$ cat src/rtl/serial_compare_byte.sv
// -----------------------------------------------------------------------------
// serial_compare_byte
//
// Bit-serial unsigned magnitude comparator. Operands A and B arrive MSB-first
// on single-bit lines, one bit pair per clock, in a frame that begins with a
// one-cycle `start` pulse. The `start` cycle also carries bit WIDTH-1. After
// bit 0 has been sampled, the block pulses `done` for one cycle. On that same
// edge it registers the comparison result (`ga`, `eq`) and the deserialized
// operands (`byte_a`, `byte_b`). These results are held until the next `done`.
//
// Ports
//   clk     in   rising-edge system clock
//   rst_n   in   asynchronous active-low reset
//   start   in   frame start, accepted only while busy == 0
//   bit_a   in   serial operand A, MSB first
//   bit_b   in   serial operand B, MSB first
//   busy    out  frame in progress, more bits expected
//   done    out  one-cycle pulse, results valid
//   ga      out  A > B (unsigned), held until next done
//   eq      out  A == B, held until next done
//   byte_a  out  deserialized A, updated with done
//   byte_b  out  deserialized B, updated with done
//
// Every output comes from a register, so no combinational path runs from an
// input to an output.
// -----------------------------------------------------------------------------
module serial_compare_byte #(
    parameter int WIDTH = 8
) (
    input  logic             clk,
    input  logic             rst_n,
    input  logic             start,
    input  logic             bit_a,
    input  logic             bit_b,
    output logic             busy,
    output logic             done,
    output logic             ga,
    output logic             eq,
    output logic [WIDTH-1:0] byte_a,
    output logic [WIDTH-1:0] byte_b
);

    localparam int CW = $clog2(WIDTH);

    typedef enum logic {
        IDLE  = 1'b0,
        SHIFT = 1'b1
    } state_t;

    state_t           state_q, state_d;
    logic [CW-1:0]    cnt_q,   cnt_d;     // index of the bit pair sampled last
    logic [WIDTH-1:0] sh_a_q,  sh_a_d;
    logic [WIDTH-1:0] sh_b_q,  sh_b_d;
    logic             decided_q, decided_d;
    logic             gt_q,      gt_d;
    logic             done_d, ga_d, eq_d;
    logic [WIDTH-1:0] byte_a_d, byte_b_d;

    // The busy output comes straight from the state register. It is high
    // for cycles T+1..T+WIDTH-1 of a frame.
    assign busy = (state_q == SHIFT);

    // NOTE: every signal gets a default at the top of this block, so no path
    // leaves a variable unassigned and no latch is inferred. Blocking '=' is
    // correct here: later lines intentionally read the values assigned above.
    always_comb begin
        state_d   = state_q;
        cnt_d     = cnt_q;
        sh_a_d    = sh_a_q;
        sh_b_d    = sh_b_q;
        decided_d = decided_q;
        gt_d      = gt_q;
        done_d    = 1'b0;
        ga_d      = ga;
        eq_d      = eq;
        byte_a_d  = byte_a;
        byte_b_d  = byte_b;

        unique case (state_q)
            IDLE: begin
                if (start) begin
                    // The start cycle carries the MSB. The decision flags are
                    // rebuilt from this bit alone, which discards the previous
                    // frame's decision.
                    sh_a_d    = {{(WIDTH-1){1'b0}}, bit_a};
                    sh_b_d    = {{(WIDTH-1){1'b0}}, bit_b};
                    decided_d = bit_a ^ bit_b;
                    gt_d      = bit_a;
                    cnt_d     = CW'(WIDTH - 1);
                    state_d   = SHIFT;
                end
            end

            SHIFT: begin
                // A start pulse that arrives during a frame is ignored.
                sh_a_d = {sh_a_q[WIDTH-2:0], bit_a};
                sh_b_d = {sh_b_q[WIDTH-2:0], bit_b};
                // The first differing bit position fixes the result. Less
                // significant bits cannot change it.
                if (!decided_q && (bit_a != bit_b)) begin
                    decided_d = 1'b1;
                    gt_d      = bit_a;
                end
                cnt_d = cnt_q - CW'(1);
                if (cnt_q == CW'(1)) begin
                    // Bit 0 is being sampled, so the result is final.
                    done_d   = 1'b1;
                    ga_d     = decided_d & gt_d;
                    eq_d     = ~decided_d;
                    byte_a_d = sh_a_d;
                    byte_b_d = sh_b_d;
                    state_d  = IDLE;
                end
            end

            default: state_d = IDLE;
        endcase
    end

    // NOTE: sequential state uses non-blocking '<=' so every register samples
    // the pre-edge values, whatever order the statements appear in.
    always_ff @(posedge clk or negedge rst_n) begin
        if (!rst_n) begin
            state_q   <= IDLE;
            cnt_q     <= '0;
            sh_a_q    <= '0;
            sh_b_q    <= '0;
            decided_q <= 1'b0;
            gt_q      <= 1'b0;
            done      <= 1'b0;
            ga        <= 1'b0;
            eq        <= 1'b0;
            byte_a    <= '0;
            byte_b    <= '0;
        end else begin
            state_q   <= state_d;
            cnt_q     <= cnt_d;
            sh_a_q    <= sh_a_d;
            sh_b_q    <= sh_b_d;
            decided_q <= decided_d;
            gt_q      <= gt_d;
            done      <= done_d;
            ga        <= ga_d;
            eq        <= eq_d;
            byte_a    <= byte_a_d;
            byte_b    <= byte_b_d;
        end
    end

endmodule

$ cat config.mk
export PLATFORM = sky130hd
export DESIGN_NAME = serial_compare_byte
export DESIGN_NICKNAME = d
export VERILOG_FILES = /design/src/rtl/serial_compare_byte.sv
export SDC_FILE = /design/constraint.sdc
export NUM_CORES = 1
export LEC_CHECK = 0
export ABC_AREA = 1
export ABC_CLOCK_PERIOD_IN_PS = 1250
export CAP_MARGIN = 20
export CELL_PAD_IN_SITES_DETAIL_PLACEMENT = 0
export CELL_PAD_IN_SITES_GLOBAL_PLACEMENT = 1
export CORE_ASPECT_RATIO = 1.5
export CORE_MARGIN = 2
export CORE_UTILIZATION = 38
export CTS_BUF_LIST = sky130_fd_sc_hd__clkbuf_2
export DETAILED_ROUTE_END_ITERATION = 8
export GPL_ROUTABILITY_DRIVEN = 0
export PLACE_DENSITY_LB_ADDON = 0.1
export SETUP_SLACK_MARGIN = 0.2
export SYNTH_ARGS = -nofsm -noshare
export SYNTH_HDL_FRONTEND = slang
export SYNTH_SLANG_ARGS = --single-unit
export TNS_END_PERCENT = 30
$ cat constraint.sdc
create_clock -name clk -period 1.25 [get_ports clk]
set_clock_uncertainty 0.15 [all_clocks]
set_input_delay 0.125 -clock clk [delete_from_list [all_inputs] [get_ports clk]]
set_output_delay 0.125 -clock clk [all_outputs]
set_load 0.05 [all_outputs]
# [Word level (Yosys, flattened, before mapping)]
# Index checks and enable logic that the tools add are counted.
[word_totals] ff_bits=39 latch_bits=0 ramBits=0 mem_bits_ro=0 output_inout_bits=20 elab_cells=41 memories=0
[classes] add_sub_neg=1 n_mul=0 div=0 n_lt_le_gt_ge=0 n_eq_ne=3 shift=0 n_mux=19 bitwise_logic=4 n_reduce_logical=3
[ops] operator="one-hot mux 7 bit (2 select lines)" n=2
[ops] operator="2-to-1 mux 7 bit" n=2
[ops] operator="2-to-1 mux 1 bit" n=10
[ops] operator="one-hot mux 1 bit (2 select lines)" n=3
[ops] operator="one-hot mux 3 bit (2 select lines)" n=1
[ops] operator="== test 3 x 1 -> 1 bit, second input constant" n=1
[ops] operator="2-to-1 mux 3 bit" n=1
[ops] operator="subtractor 3 x 1 -> 3 bit, second input constant" n=1
[ops] operator="inequality test 2 bit, second input constant" n=1
[ops] operator="inverter 1 bit" n=2
[ops] operator="AND reduction 2 bit" n=1
[ops] operator="bitwise AND 1 bit" n=1
[ops] operator="logical AND 1 bit" n=1
[ops] operator="logical NOT 1 bit" n=1
[ops] operator="inequality test 1 bit" n=1
[ops] operator="bitwise XOR 1 bit" n=1

# [Logic depth before layout (Yosys ltp)]
[logic_depth] ltp_word=5 mapped_depth=8 mapped_depth_nobuf=8

# [Worst setup path after synthesis]
# Ideal clock, no wire load.
[synth_timing] path_kind="register to register" startpoint="register state_q (netlist: busy)" endpoint="register byte_a[2]" setup_ns=0.119 arrival_ns=1.315 required_time_ns=0.981 path_slack_ns=-0.334 path_stages_with_launch=7 path_buffers=1 period_less_slack_ns=1.584 path_cell_list="dfrtp_1 > nand2_2 > nor2_4 > inv_4 > buf_6 > nand2_2 > o21ai_2"
[synth_between] elab_chain_len=1
[synth_lines] item="start: declaration" line="50" text="state_t state_q, state_d;"
[synth_lines] item="start signal: assignment" line="136" text="state_q <= state_d;"
[synth_lines] item="AND reduction 2 bit (no source line)"
[synth_lines] item="end signal: assignment" line="145" text="byte_a <= byte_a_d;"
[synth_lines] item="end: declaration" line="39" text="output logic [WIDTH-1:0] byte_a,"
# Every way passes these cells.
# A chain may end at the register's enable or synchronous reset.

# [Final worst setup path]
[layout_timing] startpoint="register cnt_q[1]" endpoint="register byte_b[2]"
[layout_between] elab_chain_len=2
[layout_lines] item="start: declaration" line="51" text="logic [CW-1:0] cnt_q, cnt_d;"
[layout_lines] item="start signal: assignment" line="137" text="cnt_q <= cnt_d;"
[layout_lines] item="== test 3 x 1 -> 1 bit" line="105" text="if (cnt_q == CW'(1)) begin"
[layout_lines] item="AND reduction 2 bit (no source line)"
[layout_lines] item="end signal: assignment" line="146" text="byte_b <= byte_b_d;"
[layout_lines] item="end: declaration" line="40" text="output logic [WIDTH-1:0] byte_b"
# Every way passes these cells.

==> impl_metrics.csv <==
group,metric,value,unit
synthesis,ys_ff_latch,39,
synthesis,synth_seq_area_share,0.617,
floorplan,io_pins,25,
global_route,grt_max_degree,40,
setup_path,critPathLaunchType,"register",
cts,cts.clk_slew.worst_paths,0.19,ns
sta,slew_viol_final,0,
detailed_routing,antenna_left,0,
run_status,violations,"setup timing",
detailed_routing,viasPerCell,4.75,
setup_path,slowest_delay,0.41,ns
cts,numCtsBuffers,5,
detailed_routing,drc,0,
floorplan,dieArea,4700,um^2
detailed_routing,wirelength,3270,um
setup_path,cp_max_fo,7,
synthesis,yosys_warnings,0,
sta,worstMarginPinSlew,0.248,ns
cells_and_area,syn_to_final_growth,50.3,%
placement,portBuffers,24,
power,power.leakage,1.14,nW
setup_path,path_class,"reg -> reg",
cts,htreeDepth,2,
detailed_routing,routedWlPerCell,13.5,um
setup_path,ff2ff_setup_slack,-0.10,ns
sta,fmax,738,MHz
floorplan,coreArea,3960,um^2
sta,slew-limit-headroom,0.834,
cells_and_area,layout-drive-gt1-share,0.431,
sta,fin_hold_ws,0.0512,ns
cells_and_area,diodes,0,
cts,clock-root-buffer,"clkbuf_2",
floorplan,die_w,56.7,um
setup_path,end_kind,"register",
cts,cts_tree,"built",
placement,dp.cells,228,
floorplan,start_util,0.399,
detailed_routing,drt-initial-drc-count,11,
global_route,grt_overflow,0,
placement,dp.final_hpwl,2080,um
cells_and_area,final_cell_mix,"dfrtp_1 (38), nand2_1 (28), buf_12 (23), inv_1 (20), o21ai_2 (16)",
sta,hold_viol_final,0,
setup_path,worstPathRequired,1.38,ns
synthesis,netlist_area,1580,um^2
synthesis,synthesis.nets,157,
cts,clockBufferDepth,2,
floorplan,rows,28,
setup_path,cp_slowest_cell,"dfrtp_1",
run_status,status,"finished with violations",
detailed_routing,dr.pass1.iters,3,
sta,fin_crit_sh,1.08,
sta,rsz0062_at_grt,"yes",
cts,cts_sinks,39,
cells_and_area,instances_no_fill,242,
synthesis,yosysUniqueCellTypes,19,
worst_hold_path,hold_path_class,"in -> async",
floorplan,die_y,83.0,um
run,max_cap_violations,0,
synthesis,synthCells,150,
global_route,grt_usage,0.145,
sta,timing.final.ws_setup,-0.105,ns
global_route,antenna_found_initial,0,
detailed_routing,num_vias,1150,
global_route,grt_pass1_wl,5190,um
synthesis,synth.avg_cell_area,10.5,um^2
cells_and_area,layout_commonest_cell,"dfrtp_1",
power,cellPowerDensity,2790,nW/um^2
setup_path,crit_chain,"inv_2 > ha_4 > nand2_4 > nor2_4 > inv_4 > buf_12 > nand2_1 > o21ai_2",
setup_path,arrival,1.48,ns
power,vdd_drop_max,1690,uV
sta,post-route-min-period,1.35,ns
cts,clk-insertion-delay-late,0.37,ns
global_route,first_global_vias,1140,
cells_and_area,nets,203,
sta,setup_viol,37,
==> timing repair <==
action | CTS | global route
setup buffers | 2 | 0
endpoints found under the setup margin | 59 | 59
gates resized for setup | 13 | 7
pin swaps | 4 | 1
hold buffers | 1 | 0
cloned | 0 | 3
endpoints found under the hold margin | 39 | 0
==> through the flow <==
step	setup WS (ns)	power [W]	setup TNS, ns	area [um^2]	util
after floorplan	-0.141	0.00409	-3.54	1590	-
after global placement	-0.0794	0.00571	-1.56	2170	0.549
after detailed placement	-0.0921	0.00577	-2.05	2170	0.549
after CTS	-0.125	0.00649	-2.26	2290	0.579
after global routing	-0.156	0.00702	-4.42	2380	0.601
final	-0.105	0.00664	-2.03	2380	0.601
==> synth_stat cells <==
| master | number | area share |
|---|---|---|
| o21ai_0 | 6 | 0.019 |
| a22oi_1 | 1 | 0.0047 |
| inv_4 | 1 | 0.0040 |
| dfrtp_1 | 39 | 0.62 |
| inv_1 | 23 | 0.055 |
| o21ai_2 | 16 | 0.089 |
| nand3_1 | 2 | 0.0063 |
| nor2_4 | 1 | 0.0071 |
| a21oi_1 | 1 | 0.0032 |
| nor2_2 | 1 | 0.0040 |
| o22ai_1 | 12 | 0.047 |
| clkbuf_1 | 1 | 0.0024 |
| ha_1 | 2 | 0.016 |
| buf_2 | 1 | 0.0032 |
| nor2_1 | 4 | 0.0095 |
| buf_6 | 3 | 0.021 |
| nand2_1 | 31 | 0.074 |
| nand2_2 | 4 | 0.016 |
| inv_2 | 1 | 0.0024 |
==> sequential cells by signal, summed over array words and instances (netlist names) <==
name	flops
busy	1
byte_a	8
byte_b	8
cnt_q	3
decided_q	1
done	1
eq	1
ga	1
gt_q	1
sh_a_q	7
sh_b_q	7
==> cells by family after synthesis <==
logic type      after synthesis  synth area share
fa+ha+maj                     2            0.0158
simple gates                 43             0.116
compound gates               36             0.163
flops                        39             0.617
buf+inv                      30            0.0878
==> worst max-delay path, delay by kind of cell, from the launching register on <==
kind            cells  cell delay, ns
buf+inv             3            0.30
fa+ha+maj           1            0.13
flops               1            0.41
compound gates      1            0.05
simple gates        3            0.23
==> worst paths after layout <==
path,startpoint,endpoint,cells past startpoint
max in group asynchronous,rst_n,busy,3
worst max-delay path,cnt_q[1],byte_b[2],8
worst max register to register,cnt_q[1],byte_b[2],8
worst min register to register,sh_a_q[0],sh_a_q[0],2
worst min-delay path,rst_n,byte_b[4],3
min in group clk,bit_a,byte_a[0],4
==> power breakdown <==
part	internal, W	leakage [nW]	switching [W]
Combinational	0.00186	0.621	0.00203
Clock	0.000153	0.0330	0.000391
Sequential	0.00179	0.483	0.000419
Total	0.00380	1.14	0.00284
==> per-layer routing <==
layer | global-route usage | vias up | share of wire
met2 | 0.245 | 22 | 0.55
met4 | 0.0736 | 0 | 0.024
met1 | 0.161 | 546 | 0.40
li1 | - | 576 | -
met3 | 0.0436 | 6 | 0.032
met5 | 0 | - | 0
==> cell type report <==
class / count / area (um^2)
clock buffers: 7 / 35.0
fillers: 340 / 1580
flip-flops and latches: 39 / 977
repair buffers: 44 / 679
clock inverters: 1 / 5.00
inverters: 25 / 96.3
multi-input cells: 81 / 528
well taps: 45 / 56.3
Power figures use the tool's default switching activity.
